[src/rtl/pc_unit.sv]
// Program-counter unit for the multi-phase core: fetch-step, writeback redirects, exception PC.
// Optional return-address stack enabled by defining PC_RAS_EN.
module pc_unit #(
    parameter int unsigned    W         = 32,
    parameter int unsigned    PHASE_W   = 3,
    parameter int unsigned    FETCH_PH  = 0,
    parameter int unsigned    WB_PH     = 4,
    parameter int unsigned    STEP      = 4,
    parameter logic [W-1:0]   RESET_VEC = '0,
    parameter logic [W-1:0]   TRAP_VEC  = W'('h80),
    parameter int unsigned    RAS_DEPTH = 4
) (
    input  logic               clk,
    input  logic               n_rst,
    input  logic [PHASE_W-1:0] phase,
    input  logic               stall,
    input  logic               ct_taken,
    input  logic               ct_rel,
    input  logic [W-1:0]       dr,
    input  logic               trap,
    input  logic               eret,
    input  logic               call,
    input  logic               ret,
    output logic [W-1:0]       pc,
    output logic [W-1:0]       ipc,
    output logic [W-1:0]       epc,
    output logic               misalign,
    output logic               ras_empty
);

    localparam logic [W-1:0]       StepW   = W'(STEP);
    localparam logic [PHASE_W-1:0] FetchPh = PHASE_W'(FETCH_PH);
    localparam logic [PHASE_W-1:0] WbPh    = PHASE_W'(WB_PH);

    logic [W-1:0] pc_q, pc_d;
    logic [W-1:0] ipc_q, ipc_d;
    logic [W-1:0] epc_q, epc_d;

    logic         is_fetch;
    logic         is_wb;
    logic [W-1:0] ct_target;
    logic         ras_pop;
    logic [W-1:0] ras_top;

    assign is_fetch  = !stall && (phase == FetchPh);
    assign is_wb     = !stall && (phase == WbPh);
    assign ct_target = ct_rel ? (ipc_q + dr) : dr;

`ifdef PC_RAS_EN
    localparam int unsigned PtrW = $clog2(RAS_DEPTH);

    logic [W-1:0]    ras_q [RAS_DEPTH];
    logic [PtrW-1:0] ptr_q, ptr_d;
    logic [PtrW:0]   cnt_q, cnt_d;
    logic            ras_op;
    logic            ras_push;
    logic            ras_wr_en;
    logic [PtrW-1:0] ras_wr_idx;

    // Stack only moves on a taken transfer that is not pre-empted by trap/eret.
    assign ras_op   = is_wb && !trap && !eret && ct_taken;
    assign ras_pop  = ras_op && ret && (cnt_q != '0);
    assign ras_push = ras_op && call;
    assign ras_top  = ras_q[ptr_q];

    always_comb begin
        ptr_d      = ptr_q;
        cnt_d      = cnt_q;
        ras_wr_en  = 1'b0;
        ras_wr_idx = ptr_q;
        if (ras_pop && ras_push) begin
            // Pop-then-push collapses to overwriting the top entry in place.
            ras_wr_en = 1'b1;
        end else if (ras_pop) begin
            ptr_d = ptr_q - PtrW'(1);
            cnt_d = cnt_q - (PtrW+1)'(1);
        end else if (ras_push) begin
            ptr_d      = ptr_q + PtrW'(1);
            ras_wr_idx = ptr_q + PtrW'(1);
            ras_wr_en  = 1'b1;
            if (cnt_q != (PtrW+1)'(RAS_DEPTH)) begin
                cnt_d = cnt_q + (PtrW+1)'(1);
            end
        end
    end

    always_ff @(posedge clk or negedge n_rst) begin
        if (!n_rst) begin
            ptr_q <= '0;
            cnt_q <= '0;
        end else begin
            ptr_q <= ptr_d;
            cnt_q <= cnt_d;
        end
    end

    // Entry contents are don't-care while the count excludes them, so no reset.
    always_ff @(posedge clk) begin
        if (ras_wr_en) begin
            ras_q[ras_wr_idx] <= ipc_q + StepW;
        end
    end

    assign ras_empty = (cnt_q == '0);
`else
    logic unused_ras;

    assign ras_pop    = 1'b0;
    assign ras_top    = '0;
    assign ras_empty  = 1'b1;
    assign unused_ras = call ^ ret ^ (RAS_DEPTH == 0);
`endif

    always_comb begin
        pc_d  = pc_q;
        ipc_d = ipc_q;
        epc_d = epc_q;
        if (is_fetch) begin
            ipc_d = pc_q;
            pc_d  = pc_q + StepW;
        end else if (is_wb) begin
            if (trap) begin
                epc_d = ipc_q;
                pc_d  = TRAP_VEC;
            end else if (eret) begin
                pc_d = epc_q;
            end else if (ct_taken) begin
                pc_d = ras_pop ? ras_top : ct_target;
            end
        end
    end

    always_ff @(posedge clk or negedge n_rst) begin
        if (!n_rst) begin
            pc_q  <= RESET_VEC;
            ipc_q <= RESET_VEC;
            epc_q <= '0;
        end else begin
            pc_q  <= pc_d;
            ipc_q <= ipc_d;
            epc_q <= epc_d;
        end
    end

    assign pc  = pc_q;
    assign ipc = ipc_q;
    assign epc = epc_q;

    generate
        if (STEP > 1) begin : g_misalign
            assign misalign = |pc_q[$clog2(STEP)-1:0];
        end else begin : g_no_misalign
            assign misalign = 1'b0;
        end
    endgenerate

endmodule

[config.mk]
export PLATFORM = sky130hd
export DESIGN_NAME = pc_unit
export DESIGN_NICKNAME = d
export VERILOG_FILES = /design/src/rtl/pc_unit.sv
export SDC_FILE = /design/constraint.sdc
export NUM_CORES = 1
export LEC_CHECK = 0
export CORE_UTILIZATION = 30
export CTS_BUF_LIST = sky130_fd_sc_hd__clkbuf_4 sky130_fd_sc_hd__clkbuf_8
export CTS_CLUSTER_SIZE = 20
export DETAILED_ROUTE_END_ITERATION = 6
export PLACE_DENSITY = 0.57
export SYNTH_ARGS = -nofsm -noshare
export SYNTH_HDL_FRONTEND = slang
export SYNTH_SLANG_ARGS = --single-unit
[constraint.sdc]
create_clock -name clk -period 3.6 [get_ports clk]
set_input_delay 0.72 -clock clk [delete_from_list [all_inputs] [get_ports clk]]
set_output_delay 0.72 -clock clk [all_outputs]
set_load 0.02 [all_outputs]
==> results of run 1 <==
-- cells in the final DEF (no fill, tap or decap), drive strengths merged, types with 13 or more instances in the layout --
cell type and count:
a21o 14, a21oi 67, buf 55, clkdlybuf4s50 135, dfrtp 96, ha 32, mux2 32, mux2i 20
nand2 145, nand3 16, nor2 58, o21a 13, o21ai 47
-- cell usage after synthesis (8+ instances only) --
cell type / n / area (µm²)
o22ai_1: 12 / 75.1
nor2_1: 58 / 218
inv_1: 12 / 45.0
a211oi_1: 11 / 82.6
xnor2_1: 12 / 105
mux2_2: 32 / 360
nand3_1: 16 / 80.1
a21o_1: 14 / 105
and2_1: 8 / 50.1
mux2i_1: 20 / 200
ha_1: 32 / 400
clkbuf_1: 28 / 105
xor2_1: 10 / 87.6
a21oi_1: 66 / 330
nand2_1: 144 / 541
o211ai_1: 10 / 75.1
nand4_1: 9 / 56.3
nor3_1: 11 / 55.1
nor2b_1: 8 / 50.1
o21ai_0: 44 / 220
dfrtp_1: 96 / 2400
o21a_1: 13 / 97.6
-- worst max-delay path: cells and delay by family --
family,cells,cell delay (ps)
AOI/OAI and AO/OA,9,2220
buffers and inverters,1,460
adders and majority gates,1,340
-- layout make-up --
| class | count | share of cell area [%] |
|---|---|---|
| clock inverter | 4 | 0.858 |
| tap | 280 | 3.94 |
| inverter | 13 | 0.549 |
| multi-input combinational | 633 | 45.8 |
| sequential | 96 | 27.0 |
| clock buffer | 12 | 1.79 |
| timing repair buffer | 190 | 20.1 |
-- per-stage QoR --
stage                     TNS (ps)  hold slack (ps)  instance area (µm²)
final                            0              305                 8890
after global placement       -1900              518                 8630
after floorplan                  0              424                 6640
after global routing         -9.59              339                 8890
after CTS                        0              323                 8860
after detailed placement     -2160              519                 8630
-- what timing repair did --
item | 4_1_cts | 5_1_grt
setup endpoints to repair | 0 | 7
resized for setup | 0 | 5
hold buffers | 0 | 0
endpoints found under the hold margin | 0 | 0
setup buffers | 0 | 1
-- state kept, by name (all words and copies together) (netlist names) --
| name | cells |
|---|---|
| pc | 32 |
| epc | 32 |
| ipc | 32 |
-- metal layers --
| metal | vias to the layer above | share of wire, % |
|---|---|---|
| met5 | - | 0.058 |
| met4 | 2 | 1.4 |
| met3 | 24 | 6.0 |
| met2 | 220 | 46 |
| met1 | 3112 | 46 |
| li1 | 3165 | - |
-- power breakdown --
part           internal, W  switching, W
Combinational      0.00107       0.00113
Sequential         0.00130      0.000294
Clock             0.000439      0.000407
Total              0.00281       0.00183
-- cells by family (layout without fill, tap and decap cells) --
kind of cell    count (synthesis)  in the layout  share of synthesized area [%]
simple gates                  295            295                           20.3
compound gates                230            230                           22.8
flops                          96             96                           36.2
mux                            52             52                           8.45
buf+inv                        51            219                           2.98
fa+ha+maj                      33             33                           6.34
xor+xnor                       22             22                           2.90
other cells                     1              1                         0.0565
-- final timing paths --
kind,start,to,slack (ps),cells past startpoint
setup / recovery,dr[1],pc[29]$_DFFE_PN0P_,140,11
hold reg to reg,pc[0]$_DFFE_PN0P_,ipc[0]$_DFFE_PN0P_,540,2
hold / removal,n_rst,epc[11]$_DFFE_PN0P_,300,1
min in group clk,pc[0]$_DFFE_PN0P_,ipc[0]$_DFFE_PN0P_,540,2
setup reg to reg,ipc[0]$_DFFE_PN0P_,pc[28]$_DFFE_PN0P_,520,13
max in group asynchronous,n_rst,pc[27]$_DFFE_PN0P_,2570,2
==> results_dict.tcl, run 1 <==
set metrics [dict create \
    cts_buffer_depth 2 \
    drtPass1Iterations 6 \
    drt-initial-drc-count 459 \
    synth-edff-count 0 \
    grt-ovfl-total 0 \
    diodes 0 \
    start_kind "primary input" \
    fin_util_pct 40.9 \
    die_area_um2 22700 \
    grt_use_met3_pct 3.45 \
    grt_util_all_layers_pct 20.3 \
    cellLeakagePower_nw 3.93 \
    grt_max_degree 57 \
    arrival_ps 3740 \
    syn_inst 780 \
    worst-path-max-fanout 3 \
    grt_pass1_wl_mm 34.6 \
    final_hold_viol_count 0 \
    place_inst 1211 \
    synth_top_flop_cell "dfrtp_1" \
    nNetsFinal 1020 \
    gp_congestion 0.890 \
    drv_slew 0 \
    worstMarginPinSlew_ps 918 \
    drive_gt1_share_pct 13.5 \
    vias 6523 \
    worstPathRequired_ps 3890 \
    dpl_worst_slack_ps -304 \
    rows 54 \
    ys_seq_area_share_pct 36.2 \
    syn_avg_cell_area_um2 8.51 \
    async_flop_share_pct 100 \
    slew_headroom_pct 38.8 \
    routed_wl_mm 22.5 \
    dieWidth_um 151 \
    critPathCaptureType "flip-flop" \
    h-tree-depth 3 \
    grt_pass1_vias 6083 \
    status "finished clean" \
    grt-busiest-layer "met2" \
    total_power_w 0.00464 \
    cts_buffers 9 \
    slowest_stage "a2111oi_1" \
    synth_nets 857 \
    grt_antenna_before_repair 2 \
    path_class "in2reg" \
    power_density_nw_per_um2 522 \
    io_pins 142 \
    layout.cells.non_filler 1228 \
    crit_chain "clkdlybuf4s50_1, ha_1, a211oi_2, o211ai_1, a21oi_2, o21ai_2, o2111ai_2, a311oi_2, a2111oi_1, o211ai_1, a21o_1" \
    wire_per_inst_um 18.3 \
    syn_area_um2 6640 \
    clk_latency_ps 400 \
    die_y_um 151 \
    grt_use_met2_pct 32.7 \
    clockRootBuffer "clkbuf_8" \
    ir_drop_uv 254 \
    skew_ps 12.7 \
    cts_sinks 96 \
    ys_types 71 \
    dpl.hpwl_mm 16.8 \
    multi_input_area_um2 4070 \
    post-route-period-util_pct 96.0 \
    setup_viol 0 \
    yosys_warnings 0 \
    setup_ws_ps 143 \
    hp-class "in2async" \
    cts_tree "yes" \
    max-cap-violations 0 \
    start_util_pct 30.5 \
    clkSlewWorstSetupHoldPaths_ps 100 \
    detail_route.vias_per_cell 5.31 \
    cp_common_cell "o211ai_1" \
    drc_errors 0 \
    fillerInstances 2253 \
    register_area_um2 2400 \
    period_needed_ps 3460 \
    core_um2 21800 \
    io_buffer_count 138 \
    ant_nets 0 \
    ys_seq_elements 96 \
    area_growth_pct 34.1 \
    fmax_mhz 289 \
    max_stage_delay_ps 490 \
    grtUsageMet1_pct 27.7 \
]
No activity file was read; power rests on OpenSTA's default activity.
==> inputs of run 2 (changes only) <==
--- a/config.mk
+++ b/config.mk
@@ -7,7 +7,6 @@
 export LEC_CHECK = 0
 export CORE_UTILIZATION = 30
 export CTS_BUF_LIST = sky130_fd_sc_hd__clkbuf_4 sky130_fd_sc_hd__clkbuf_8
-export CTS_CLUSTER_SIZE = 20
 export DETAILED_ROUTE_END_ITERATION = 6
 export PLACE_DENSITY = 0.57
 export SYNTH_ARGS = -nofsm -noshare
==> results of run 2 <==
No change in the layout: final DEF, timing and power equal those of run 1.
